===== src/rtl/cnn_pkg.sv =====
// Shared CNN datapath constants and feature types, used by conv and max_pool.
package cnn_pkg;

    localparam int NUM_FMAPS = 6;
    localparam int DW        = 8;
    localparam int IN_W      = 28;
    localparam int IN_H      = 28;

    typedef logic signed [DW-1:0] feature_t;
    typedef feature_t fmap_vec_t [0:NUM_FMAPS-1];

endpackage


===== src/rtl/pool_lane.sv =====
// One feature-map lane of the 2x2 max pool: left-pixel register, half-row line buffer
// and the signed max tree that forms the window result.
module pool_lane #(
    parameter int DW    = 8,
    parameter int PAIRS = 14,
    parameter int PW    = 4
) (
    input  logic                 i_clk,
    input  logic                 i_rst,
    input  logic                 i_acc,
    input  logic                 i_col_odd,
    input  logic                 i_row_odd,
    input  logic [PW-1:0]        i_pair,
    input  logic signed [DW-1:0] i_pixel,
    output logic signed [DW-1:0] o_window_max
);

    logic signed [DW-1:0] h_q;
    logic signed [DW-1:0] lb_q [PAIRS];
    logic signed [DW-1:0] pair_max;

    function automatic logic signed [DW-1:0] smax(input logic signed [DW-1:0] a,
                                                  input logic signed [DW-1:0] b);
        return (a > b) ? a : b;
    endfunction

    assign pair_max     = smax(h_q, i_pixel);
    assign o_window_max = smax(lb_q[i_pair], pair_max);

    // NOTE: sequential state is always assigned with <= so every register samples pre-edge values.
    always_ff @(posedge i_clk) begin
        if (i_rst) begin
            h_q <= '0;
        end else if (i_acc && !i_col_odd) begin
            h_q <= i_pixel;
        end
    end

    // NOTE: no reset on the line buffer; each entry is written on an even row before the odd row reads it.
    always_ff @(posedge i_clk) begin
        if (i_acc && i_col_odd && !i_row_odd) begin
            lb_q[i_pair] <= pair_max;
        end
    end

endmodule


===== src/rtl/max_pool.sv =====
// Streaming 2x2 stride-2 max pool: raster counters, valid/ready handshake and the
// registered pooled output; per-map window logic lives in pool_lane.
module max_pool #(
    parameter int IN_W      = cnn_pkg::IN_W,
    parameter int IN_H      = cnn_pkg::IN_H,
    parameter int NUM_FMAPS = cnn_pkg::NUM_FMAPS,
    parameter int DW        = cnn_pkg::DW
) (
    input  logic                 i_clk,
    input  logic                 i_rst,
    input  logic                 i_feature_valid,
    input  logic signed [DW-1:0] i_features [NUM_FMAPS],
    output logic                 o_ready_feature,
    output logic                 o_feature_valid,
    output logic signed [DW-1:0] o_features [NUM_FMAPS],
    input  logic                 i_ready_feature
);

    localparam int CW    = $clog2(IN_W);
    localparam int RW    = (IN_H > 2) ? $clog2(IN_H) : 1;
    localparam int PAIRS = IN_W / 2;
    localparam int PW    = CW - 1;

    if ((IN_W % 2) != 0 || IN_W < 4) begin : g_bad_width
        $error("max_pool: IN_W must be even and at least 4");
    end
    if ((IN_H % 2) != 0 || IN_H < 2) begin : g_bad_height
        $error("max_pool: IN_H must be even and at least 2");
    end

    logic [CW-1:0]        col_q, col_d;
    logic [RW-1:0]        row_q, row_d;
    logic                 valid_q, valid_d;
    logic signed [DW-1:0] feat_q  [NUM_FMAPS];
    logic signed [DW-1:0] win_max [NUM_FMAPS];
    logic                 acc;
    logic                 emit;

    assign o_ready_feature = !valid_q || i_ready_feature;
    assign acc             = i_feature_valid && o_ready_feature;
    // The bottom-right pixel of a window sits at odd column and odd row.
    assign emit            = acc && col_q[0] && row_q[0];

    // NOTE: every always_comb output gets a default first so no path can infer a latch.
    always_comb begin
        col_d   = col_q;
        row_d   = row_q;
        valid_d = emit || (valid_q && !i_ready_feature);
        if (acc) begin
            if (col_q == CW'(IN_W - 1)) begin
                col_d = '0;
                row_d = (row_q == RW'(IN_H - 1)) ? '0 : row_q + 1'b1;
            end else begin
                col_d = col_q + 1'b1;
            end
        end
    end

    always_ff @(posedge i_clk) begin
        if (i_rst) begin
            col_q   <= '0;
            row_q   <= '0;
            valid_q <= 1'b0;
            for (int k = 0; k < NUM_FMAPS; k++) begin
                feat_q[k] <= '0;
            end
        end else begin
            col_q   <= col_d;
            row_q   <= row_d;
            valid_q <= valid_d;
            if (emit) begin
                for (int k = 0; k < NUM_FMAPS; k++) begin
                    feat_q[k] <= win_max[k];
                end
            end
        end
    end

    for (genvar k = 0; k < NUM_FMAPS; k++) begin : g_lane
        pool_lane #(
            .DW    (DW),
            .PAIRS (PAIRS),
            .PW    (PW)
        ) u_lane (
            .i_clk        (i_clk),
            .i_rst        (i_rst),
            .i_acc        (acc),
            .i_col_odd    (col_q[0]),
            .i_row_odd    (row_q[0]),
            .i_pair       (col_q[CW-1:1]),
            .i_pixel      (i_features[k]),
            .o_window_max (win_max[k])
        );
    end

    assign o_feature_valid = valid_q;
    assign o_features      = feat_q;

endmodule


===== config.mk =====
export PLATFORM = sky130hd
export DESIGN_NAME = max_pool
export DESIGN_NICKNAME = d
export VERILOG_FILES = /design/src/rtl/cnn_pkg.sv /design/src/rtl/pool_lane.sv /design/src/rtl/max_pool.sv
export SDC_FILE = /design/constraint.sdc
export NUM_CORES = 1
export LEC_CHECK = 0
export CAP_MARGIN = 20
export CORE_MARGIN = 3
export CORE_UTILIZATION = 40
export DETAILED_ROUTE_END_ITERATION = 7
export DONT_BUFFER_PORTS = 1
export PLACE_DENSITY = 0.5
export SYNTH_ARGS = -nofsm -noshare
export SYNTH_HDL_FRONTEND = slang
export SYNTH_SLANG_ARGS = --single-unit
export TNS_END_PERCENT = 10

===== constraint.sdc =====
create_clock -name i_clk -period 7 [get_ports i_clk]
set_clock_uncertainty 0.2 [all_clocks]
set_input_delay 1.05 -clock i_clk [delete_from_list [all_inputs] [get_ports i_clk]]
set_output_delay 1.05 -clock i_clk [all_outputs]
set_load 0.01 [all_outputs]

==> out/metrics.cfg <==
[outcome]
outcome=complete, no violations

[logic_synthesis]
synth_cells=2043
syn_area_um2=32900
async_reset_ff_frac=0
synth-main-ff-cell=edfxtp_1
synth_edf_count=672
synth_nets=2193
seq_area_frac_synth=0.681
ys_ff_latch=783
synth.distinct_cells=61
synth_area_per_cell_um2=16.1
yosysWarnings=0

[sta]
worst_pin_slew_ns=1.15
finalHoldViolCount=0
drv_slew=0
max_clock_freq_ghz=0.228
rsz0062_at_grt=false
setup_viol=0
hold_ws_ns=0.270
relSlewSlack=0.235
tns_ns=0
post-route-period-util=0.628
min_period_ns=4.39

[clock_network]
cts_hold_buffers=0
clk_pin_slew_ns=0.06
post_cts_buffers=0
htreeDepth=3
cts_buffers=85
cts_root_buffer=clkbuf_16
ctsLongestPathBuffers=3
numClockSinks=783
insertion_delay_ns=0.64
post_cts_resized=0
cts_tree=yes

[grt]
grt_max_degree=66
overflow=0
antenna_found_initial=2
grt_pass1_vias=18500
grt_pass1_wl_mm=122
track_usage=0.192

[die]
core_um2=80900
die_w_um=293
die_y_um=293
floorplan.initialDensity=0.406
io-pin-count=102
dieArea_um2=85700
rows=104

[setup_path]
ff2ff_setup_slack_ns=2.61
crit_path_max_fanout=54
start_kind=flip-flop
cp.arrival_ns=4.67
crit_path_end_kind=flip-flop
critPathRequiredTime_ns=7.28
critPathKind=flip-flop to flip-flop

[detailed_routing]
routed_via_density=5.57
drt_iter0_markers=1142
num_vias=17900
routed_wl_mm=81.9
drc=0
ant_nets=0
dr.pass1.iters=8
routedWlPerCell_um=25.5

[pwr]
switching_share=0.224
seq_power_share=0.507
ir_drop_uv=175
p_leak_nw=12.7
switchingPower_mw=2.31
p_clk_frac=0.425
cellInternalPower_mw=8.01
p_comb_frac=0.069
cellPowerDensity_nw_per_um2=279

[layout]
regArea_um2=22400
nNetsFinal=2227
area_growth_pct=12.4
fillCellCount=7077
final_core_util=0.457
drive_above_1_share=0.169
antenna_cells=0
multiInputGateArea_um2=9550

[job]
maxCapViolCount=0

[hold_path]
hp-class=flip-flop to flip-flop

[place]
gp_congestion=0.791
portBuffers=0
dpl.hpwl_mm=47.3

## state kept, by name, summed over array words and instances (netlist names), named ones only
name                flops
col_q                   5
g_lane.u_lane.h_q      48
g_lane.u_lane.lb_q    672
o_feature_valid         1
o_features             48
row_q                   5
## cell usage after synthesis, drive strengths merged, types with 2 or more instances
master  count  area, um2
a22oi      14        105
mux4      144       3250
nor2       56        210
o22ai      25        156
and4        6       52.6
mux2i     111       1110
nand2b      5       31.3
edfxtp    672      20200
or3         4       25.0
o32ai       6       52.6
mux2       22        248
and3        2       12.5
buf        51        364
a21boi      4       30.0
a21oi      86        483
clkbuf     42        158
and2       28        175
nand3      13       65.1
o21a       29        218
o31ai       5       37.5
o21ai      56        280
nor3        7       40.0
o221ai     33        289
o211ai      2       15.0
a31o        6       52.6
inv       140        526
nand2     192        721
ha         98       1230
a21o        8       60.1
or2         3       18.8
nand3b      2       15.0
nor4b       5       43.8
nor3b       2       15.0
a41oi      10       87.6
nand4       9       56.3
a31oi      14        103
dfxtp     111       2220
nor2b       8       50.1
a211oi      3       22.5
## metal layers
metal / vias up / wire [um] / part of all wire / GRT usage
met1: 9366 / 36600 / 0.45 / 0.263
met3: 108 / 4490 / 0.055 / 0.0418
met2: 413 / 39200 / 0.48 / 0.314
met4: 0 / 1570 / 0.019 / 0.0478
met5: - / 0 / 0 / 0
li1: 7994 / - / - / -
## power by group through the flow
| stage | Combinational (mW) | Clock (mW) | Sequential (mW) |
|---|---|---|---|
| 4_1_cts | 0.720 | 4.49 | 5.23 |
| 6_report | 0.709 | 4.38 | 5.23 |
| 2_1_floorplan | 0.536 | 0 | 5.31 |
| 5_1_grt | 0.797 | 4.68 | 5.23 |
| 3_3_place_gp | 0.696 | 0 | 5.33 |
| 3_5_place_dp | 0.717 | 0 | 5.33 |
## layout by cell type, fill, tap and decap left out, drive strengths merged, types with 7 or more instances in the layout
cell,n
dfxtp,111
o22ai,25
inv,144
mux2,22
o21a,29
a41oi,10
nand2,192
nor2b,8
o21ai,56
clkbuf,121
clkinv,27
a21o,8
and2,28
o221ai,33
mux4,144
nand4,9
a31oi,14
mux2i,111
a22oi,14
nor2,56
nand3,13
edfxtp,672
a21oi,86
nor3,7
buf,40
ha,98
## cells by family (layout without fill, tap and decap cells)
logic type                 Yosys count  count (layout)  share of synthesized area
DFF                                783             783                      0.681
muxes                              277             277                      0.140
buffers and inverters              234             339                     0.0320
AOI/OAI and AO/OA                  305             305                     0.0617
adders and majority gates           98              98                     0.0373
and+or+nand+nor                    345             345                     0.0475
xor gates and xnor gates             1               1                   0.000266
## metrics by stage
stage	total power, mW	setup WS, ns	cells	cell area [um2]
floorplan	5.85	1.09	2043	32900
global placement	6.02	2.26	3049	34200
detailed placement	6.04	2.22	3050	34200
CTS	10.4	2.55	3208	37000
global route	10.7	2.23	3208	37000
finish	10.3	2.61	3208	37000
## worst max-delay path, cell delays in order, from the launching register on
cell and delay [ns]:
dfxtp_4 1.01, buf_4 0.48, mux4_2 0.37, and2_1 0.16, o21ai_0 0.24, o21a_1 0.20, inv_1 0.05, ha_1 0.28
nor2b_1 0.13, o21ai_0 0.16, nand2_1 0.07, o22ai_1 0.24, or3_1 0.39, o221ai_1 0.20
## path summary, 6_finish.rpt
kind / depth (start not counted) / startpoint / end
max: 13 / flip-flop / o_features[19]$_SDFFE_PP0P_
min: 2 / g_lane[0].u_lane.h_q[0]$_SDFFE_PP0P_ / g_lane[0].u_lane.h_q[0]$_SDFFE_PP0P_
max reg2reg: 13 / flip-flop / o_features[19]$_SDFFE_PP0P_
min reg2reg: 2 / g_lane[0].u_lane.h_q[0]$_SDFFE_PP0P_ / g_lane[0].u_lane.h_q[0]$_SDFFE_PP0P_
## area by class of cell
type,instances,area share
Clock inverter,37,0.00954
Tap cell,1060,0.0359
Multi-Input combinational cell,1026,0.258
Sequential cell,783,0.606
Inverter,141,0.0144
Timing Repair Buffer,40,0.0112
Clock buffer,121,0.0648
Note: power is estimated with default switching activity, not from simulation.
